### src/rtl/uart_tx_queue.sv
// uart_tx_queue: byte queue feeding a UART transmitter through the Transmit_Start / Tx_Busy handshake.
// Define UART_TXQ_ALMOST_FULL_EN to add the ALMOST_FULL_LEVEL parameter and the Almost_Full output.
module uart_tx_queue #(
    parameter int DATA_BITS   = 8,
    parameter int FIFO_DEPTH  = 16,
    parameter int ACK_TIMEOUT = 16384
`ifdef UART_TXQ_ALMOST_FULL_EN
    ,
    parameter int ALMOST_FULL_LEVEL = FIFO_DEPTH - 2
`endif
) (
    input  logic                          Clk,
    input  logic                          Rst,
    input  logic                          Wr_En,
    input  logic [DATA_BITS-1:0]          Wr_Data,
    input  logic                          Flush,
    input  logic                          Tx_Busy,
    output logic [DATA_BITS-1:0]          Tx_Data,
    output logic                          Transmit_Start,
    output logic                          Full,
    output logic                          Empty,
    output logic [$clog2(FIFO_DEPTH):0]   Count,
    output logic                          Wr_Overflow,
    output logic                          Ack_Timeout
`ifdef UART_TXQ_ALMOST_FULL_EN
    ,
    output logic                          Almost_Full
`endif
);

    localparam int AW = $clog2(FIFO_DEPTH);
    localparam int TW = $clog2(ACK_TIMEOUT);

    // Handshake: Transmit_Start is the valid for Tx_Data and stays high until the
    // transmitter raises Tx_Busy (its accept); the byte is finished when Tx_Busy
    // falls again. If Tx_Busy never rises within ACK_TIMEOUT cycles the byte is dropped.
    typedef enum logic [1:0] {
        IDLE      = 2'd0,
        START     = 2'd1,
        WAIT_DONE = 2'd2
    } state_t;

    state_t               state_q;
    state_t               state_d;
    logic [AW:0]          wr_ptr_q;
    logic [AW:0]          wr_ptr_d;
    logic [AW:0]          rd_ptr_q;
    logic [AW:0]          rd_ptr_d;
    logic [TW-1:0]        timer_q;
    logic [TW-1:0]        timer_d;
    logic [DATA_BITS-1:0] mem [FIFO_DEPTH];
    logic [DATA_BITS-1:0] tx_data_d;
    logic                 start_d;
    logic                 tout_d;
    logic                 ovf_d;
    logic                 wr_accept;
    logic                 pop;

    assign Empty = (wr_ptr_q == rd_ptr_q);
    assign Full  = (wr_ptr_q[AW-1:0] == rd_ptr_q[AW-1:0]) && (wr_ptr_q[AW] != rd_ptr_q[AW]);
    assign Count = wr_ptr_q - rd_ptr_q;

    // Full comes from registered pointers, so a same-cycle pop never rescues a write.
    assign wr_accept = Wr_En && !Full && !Flush;
    assign ovf_d     = Wr_En && Full;

    always_ff @(posedge Clk or negedge Rst) begin
        if (!Rst) begin
            state_q <= IDLE;
        end else begin
            state_q <= state_d;
        end
    end

    always_comb begin
        state_d   = state_q;
        timer_d   = timer_q;
        tx_data_d = Tx_Data;
        start_d   = 1'b0;
        tout_d    = 1'b0;
        pop       = 1'b0;
        case (state_q)
            IDLE: begin
                if (!Empty && !Tx_Busy) begin
                    pop       = 1'b1;
                    tx_data_d = mem[rd_ptr_q[AW-1:0]];
                    timer_d   = '0;
                    start_d   = 1'b1;
                    state_d   = START;
                end
            end
            START: begin
                if (Tx_Busy) begin
                    state_d = WAIT_DONE;
                end else if (timer_q == TW'(ACK_TIMEOUT - 1)) begin
                    tout_d  = 1'b1;
                    state_d = IDLE;
                end else begin
                    timer_d = timer_q + TW'(1);
                    start_d = 1'b1;
                end
            end
            WAIT_DONE: begin
                if (!Tx_Busy) begin
                    state_d = IDLE;
                end
            end
            default: begin
                state_d = IDLE;
            end
        endcase
    end

    // Flush clears only the pointers; an in-flight byte keeps its state and data.
    always_comb begin
        rd_ptr_d = rd_ptr_q + (AW + 1)'(pop);
        wr_ptr_d = wr_ptr_q + (AW + 1)'(wr_accept);
        if (Flush) begin
            rd_ptr_d = '0;
            wr_ptr_d = '0;
        end
    end

    always_ff @(posedge Clk) begin
        if (wr_accept) begin
            mem[wr_ptr_q[AW-1:0]] <= Wr_Data;
        end
    end

    always_ff @(posedge Clk or negedge Rst) begin
        if (!Rst) begin
            wr_ptr_q       <= '0;
            rd_ptr_q       <= '0;
            timer_q        <= '0;
            Tx_Data        <= '0;
            Transmit_Start <= 1'b0;
            Wr_Overflow    <= 1'b0;
            Ack_Timeout    <= 1'b0;
        end else begin
            wr_ptr_q       <= wr_ptr_d;
            rd_ptr_q       <= rd_ptr_d;
            timer_q        <= timer_d;
            Tx_Data        <= tx_data_d;
            Transmit_Start <= start_d;
            Wr_Overflow    <= ovf_d;
            Ack_Timeout    <= tout_d;
        end
    end

`ifdef UART_TXQ_ALMOST_FULL_EN
    logic [AW:0] count_d;

    // Compared against the next-cycle occupancy so the flag lines up with Count.
    assign count_d = wr_ptr_d - rd_ptr_d;

    always_ff @(posedge Clk or negedge Rst) begin
        if (!Rst) begin
            Almost_Full <= 1'b0;
        end else begin
            Almost_Full <= (32'(count_d) >= 32'(ALMOST_FULL_LEVEL));
        end
    end
`endif

endmodule

### config.mk
export PLATFORM = sky130hd
export DESIGN_NAME = uart_tx_queue
export DESIGN_NICKNAME = d
export VERILOG_FILES = /design/src/rtl/uart_tx_queue.sv
export SDC_FILE = /design/constraint.sdc
export NUM_CORES = 1
export LEC_CHECK = 0
export CORE_ASPECT_RATIO = 1.5
export CORE_UTILIZATION = 54
export CTS_BUF_LIST = sky130_fd_sc_hd__clkbuf_16
export DETAILED_ROUTE_END_ITERATION = 6
export HOLD_SLACK_MARGIN = 0.15
export PLACE_DENSITY = 0.75
export SLEW_MARGIN = 25
export SYNTH_ARGS = -nofsm -noshare
export SYNTH_HDL_FRONTEND = slang
export SYNTH_SLANG_ARGS = --single-unit
export TNS_END_PERCENT = 10
### constraint.sdc
create_clock -name Clk -period 3.28 [get_ports Clk]
set_clock_uncertainty 0.1 [all_clocks]
set_input_delay 0.328 -clock Clk [delete_from_list [all_inputs] [get_ports Clk]]
set_output_delay 0.328 -clock Clk [all_outputs]
set_load 0.01 [all_outputs]
Word-level counts from Yosys, hierarchy flattened
Memories as Yosys holds them, arrays and structs flattened. A register that Yosys moved wholly into a read port is not among the register bits. Cells that the tools add are included.

Order comparisons: 0. Shifts and indexed selects: 0. Div/mod/pow operators: 0. Bitwise operators: 0. Muxes and demuxes: 21. Multipliers: 0. Equality and inequality tests: 11. Add/sub/neg operators: 4. Reductions and logical operators: 15.

Operators by type and width (number): $mux W14 (3); $pmux W14 S2 (1); $add A14 B1 Y14 const B (1); $eq A14 B14 Y1 const B (1); $add A5 B1 Y5 (2); $mux W5 (2); $mux W1 (9); $mux W2 (4); $ne A2 B2 Y1 const B (4); $pmux W2 S3 (1); $eq A5 B5 Y1 (1); $logic_and A1 B1 Y1 (5); $logic_not A1 Y1 (5); $sub A5 B5 Y5 (1); $eq A4 B4 Y1 (1); $reduce_and A4 Y1 (1); $ne A3 B3 Y1 const B (1); $reduce_and A3 Y1 (1); $eq A2 B1 Y1 const B (1); $eq A2 B2 Y1 const B (1); $logic_not A2 Y1 (1); $pmux W1 S2 (1); $reduce_and A2 Y1 (1); $reduce_bool A2 Y1 (1); $ne A1 B1 Y1 (1).

Memories: 1. Flip-flop bits (word level): 29. Bits in writable memories: 128. Bits in read-only memories: 0. Logic and storage cells: 59. Output and inout port bits: 18. Latch bits: 0. Input port bits: 13.

Memories: mem (depth 16, width 8, read ports 1, clocked after Yosys merged registers in 1, wr ports 1, line 51) `logic [DATA_BITS-1:0] mem [FIFO_DEPTH];`.

Longest topological paths before layout
Word-level depth: 7. Gate-level depth with buffers: 13. Depth with buffers taken out: 11.

Least setup slack after synthesis
Ideal clock, no wire load.

Path kind: register to register. From: register rd_ptr_q[1]. To: memory mem[0][0] (enable). Period minus slack after synthesis: 3.418 ns. Stages on the path, launching flop included: 11. Library setup time: 0.395 ns. Path buffers: 2. Slack: -0.138 ns. Data arrival time: 2.923 ns. Data required time: 2.785 ns. Cells stage by stage: dfrtp_1 -> clkbuf_1 -> clkbuf_1 -> inv_1 -> ha_1 -> and4_1 -> and2_1 -> or2_1 -> inv_2 -> nand2_1 -> nor4_1.

Longest elaborated chain between the ends: 7.

Ends and longest elaborated chain: from (decl) (line 47) `logic [AW:0] rd_ptr_q;`; from (signal assigned) (line 141) `rd_ptr_q <= rd_ptr_d;`; $eq A4 B4 Y1 (line 60) `assign Full = (wr_ptr_q[AW-1:0] == rd_ptr_q[AW-1:0]) && (wr_ptr_q[AW] != rd_ptr_q[AW]);`; $logic_and A1 B1 Y1 (line 60); via Full (line 20) `output logic Full,`; $logic_not A1 Y1 (line 64) `assign wr_accept = Wr_En && !Full && !Flush;`; $logic_and A1 B1 Y1 (2 in series) (line 64); $mux W1 (line 125) `if (wr_accept) begin`; $mux W1 (implied by the code) (line 126) `mem[wr_ptr_q[AW-1:0]] <= Wr_Data;`; to (decl) (line 51).

The timed path passes the listed nets, and every way through them passes these cells.

Worst setup path in the final report
From: register wr_ptr_q[1]. To: output Count[4].

Longest elaborated chain between the ends: 1.

Ends and longest elaborated chain: from (decl) (line 45) `logic [AW:0] wr_ptr_q;`; from (signal assigned) (line 140) `wr_ptr_q <= wr_ptr_d;`; $sub A5 B5 Y5 (line 61) `assign Count = wr_ptr_q - rd_ptr_q;`; to (decl) (line 22) `output logic [$clog2(FIFO_DEPTH):0] Count,`.

No other way between the ends.

==> reports/results.ini <==
[run_status]
status=completed

[final_layout]
final_cell_count_no_fill=622
final_layout_size_suffix_gt1_frac=0.227
antenna_cells=0
fin_nets=476
final_area_um2=8040
layout_commonest_cell=edfxtp_1
area_growth_pct=16.7
mostFrequentLayoutCells=edfxtp_1, dfrtp_1, clkdlybuf4s50_1

[power]
p_per_area_nw_per_um2=656
power_mw=5.28
vdd_drop_max_mv=0.386
cellLeakagePower_nw=2.87

[floorplan]
core-area_um2=12400
start_util=0.553
die_area_um2=13200
rows=50
die_h_um=140
io_pins=31
die_x_um=94.2

[sta]
tns_ns=0
rsz0062_at_grt=false
fin_ws_ns=0.311
finalHoldViolations=0
slew_viol_final=0
finalSetupViolCount=0
maxSlewHeadroom=0.415
worst_pin_slew_ns=0.878
fin_crit_sh=0.905
fin_crit_ns=2.97
max_freq_mhz=337

[synthesis]
syn-num-nets=424
yosysSeqAreaShare=0.692
synthDistinctLibCells=48
synth-xor-area-share=0.0163
yosysWarnings=0
ys_ff_latch=165
synth_compound_area_frac=0.0532
synth_area_um2=6890
synth_top_family_by_area=multiplexers
synth_adder_area_share=0.0193
muxShareOfSynthArea=0.120
syn_inst=401
ys_async_sr_fraction=0.224
postSynthAreaPerCell_um2=17.2
yosys.area_share.simple=0.0739
yosys_most_used_dff=edfxtp_1
synth_edf_count=128

[cts]
path_clk_slew_ns=0.07
postCtsResizedCells=0
insertion_delay_ns=0.42
clockBufferDepth=2
cts_made_buffers=17
clock_sinks=165
cts_max_level=4
ctsRootBufferMaster=clkbuf_16
cts_tree=built
cts_setup_buffers=0

[hold_path]
hold_path_class=in -> reg

[setup_path]
arrival_ns=2.54
regToRegSetupSlack_ns=0.50
worstPathMaxFanout=10
cp_slowest_cell=dfrtp_1
worst_ep_required_time_ns=2.85
slowest_delay_ns=0.55
path_class=reg -> out
critPathMostFrequentCell=inv_1
path_cells=inv_1, fa_1, inv_1, a21o_1, a21oi_1, xor2_1, clkdlybuf4s50_1
critPathCaptureType=primary output
startpoint_type=flop
critPathTopFamily=buffers and inverters
path_buf_inv=3

[placed_design]
numPortBuffers=30
hpwl_um=9010
dp.cells=589
dpl_cell_area_um2=7410
gp_congestion=0.798
pre_cts_ws_ns=0.559

[detailed_routing]
routedWlPerCell_um=23.1
num_vias=3838
drtIter0Drc=294
firstDrtPassIters=5
drtAntennaViolNets=0
remaining_drc_errors=0
drt_wl_total_um=14400
vias_per_cell=6.17

[global_routing]
track_usage=0.239
grt_pass1_vias=4042
overflow=0
antenna_found_initial=0
grt_pass1_wl_um=22300
grt_max_degree=38

[flow_run]
drv_cap=0

final timing paths:
kind | start | end | depth (start not counted)
setup / recovery | wr_ptr_q[1] | Count[4] | 7
hold / removal | Tx_Busy | state_q[1] | 2
setup reg to reg | wr_ptr_q[2] | mem[1][1] | 8
hold reg to reg | timer_q[12] | timer_q[12] | 1
max in group asynchronous | Rst | rd_ptr_q[0] | 2
min in group asynchronous | Rst | timer_q[13] | 2
layout make-up:
| cell class | instances | area, um2 |
|---|---|---|
| tap | 156 | 195 |
| fill | 832 | 4410 |
| multi-input combinational | 206 | 1960 |
| clock inverter | 15 | 193 |
| inverter | 13 | 48.8 |
| timing repair buffer | 50 | 448 |
| sequential | 165 | 4770 |
| clock buffer | 17 | 425 |
sequential cells by signal, indices dropped and copies added, names as in the netlist:
signal	count
Wr_Overflow	1
mem	128
wr_ptr_q	5
state_q	2
Tx_Data	8
Ack_Timeout	1
Transmit_Start	1
timer_q	14
rd_ptr_q	5
through the flow:
step                utilization  hold WS (ns)
floorplan                     -       -0.0676
global placement          0.595         0.376
detailed placement        0.595         0.387
CTS                       0.646         0.407
global route              0.646         0.441
finish                    0.646         0.413
cell usage after synthesis (4+ instances only):
master | instances | area, um2
xnor2_1 | 5 | 43.8
clkbuf_1 | 6 | 22.5
and4_1 | 6 | 52.6
nor2_1 | 18 | 67.6
nand2b_1 | 5 | 31.3
mux4_1 | 4 | 105
xor2_1 | 6 | 52.6
a21oi_1 | 12 | 60.1
nand4_1 | 5 | 31.3
edfxtp_1 | 128 | 3840
dfrtp_1 | 37 | 926
inv_2 | 6 | 22.5
a211o_1 | 6 | 52.6
ha_1 | 9 | 113
o22ai_1 | 14 | 87.6
and3_1 | 6 | 37.5
inv_1 | 7 | 26.3
mux4_2 | 28 | 631
nand2_1 | 11 | 41.3
nand3_1 | 17 | 85.1
nor3_1 | 11 | 55.1
buf_2 | 4 | 20.0
nor2b_1 | 6 | 37.5
mux2_2 | 8 | 90.1
cell families (layout without fill, tap and decap cells):
family | count (synthesis) | in the layout
xor+xnor | 12 | 12
fa+ha+maj | 10 | 10
mux | 40 | 40
buf+inv | 30 | 95
simple gates | 94 | 94
flops | 165 | 165
compound gates | 50 | 50
report_power, final:
part	internal [mW]	switching [mW]
registers	2.34	0.0778
clock network	1.22	0.857
logic	0.386	0.392
routing by layer:
metal	GRT usage	part of all wire
met1	0.286	0.37
met2	0.410	0.54
met3	0.0543	0.061
met4	0.100	0.033
met5	0	0
timing repair:
item	CTS	global route
hold buffers	1	0
endpoints found under the hold margin	37	0
endpoints found under the setup margin	0	0
Note: power is estimated with default switching activity, not from simulation.
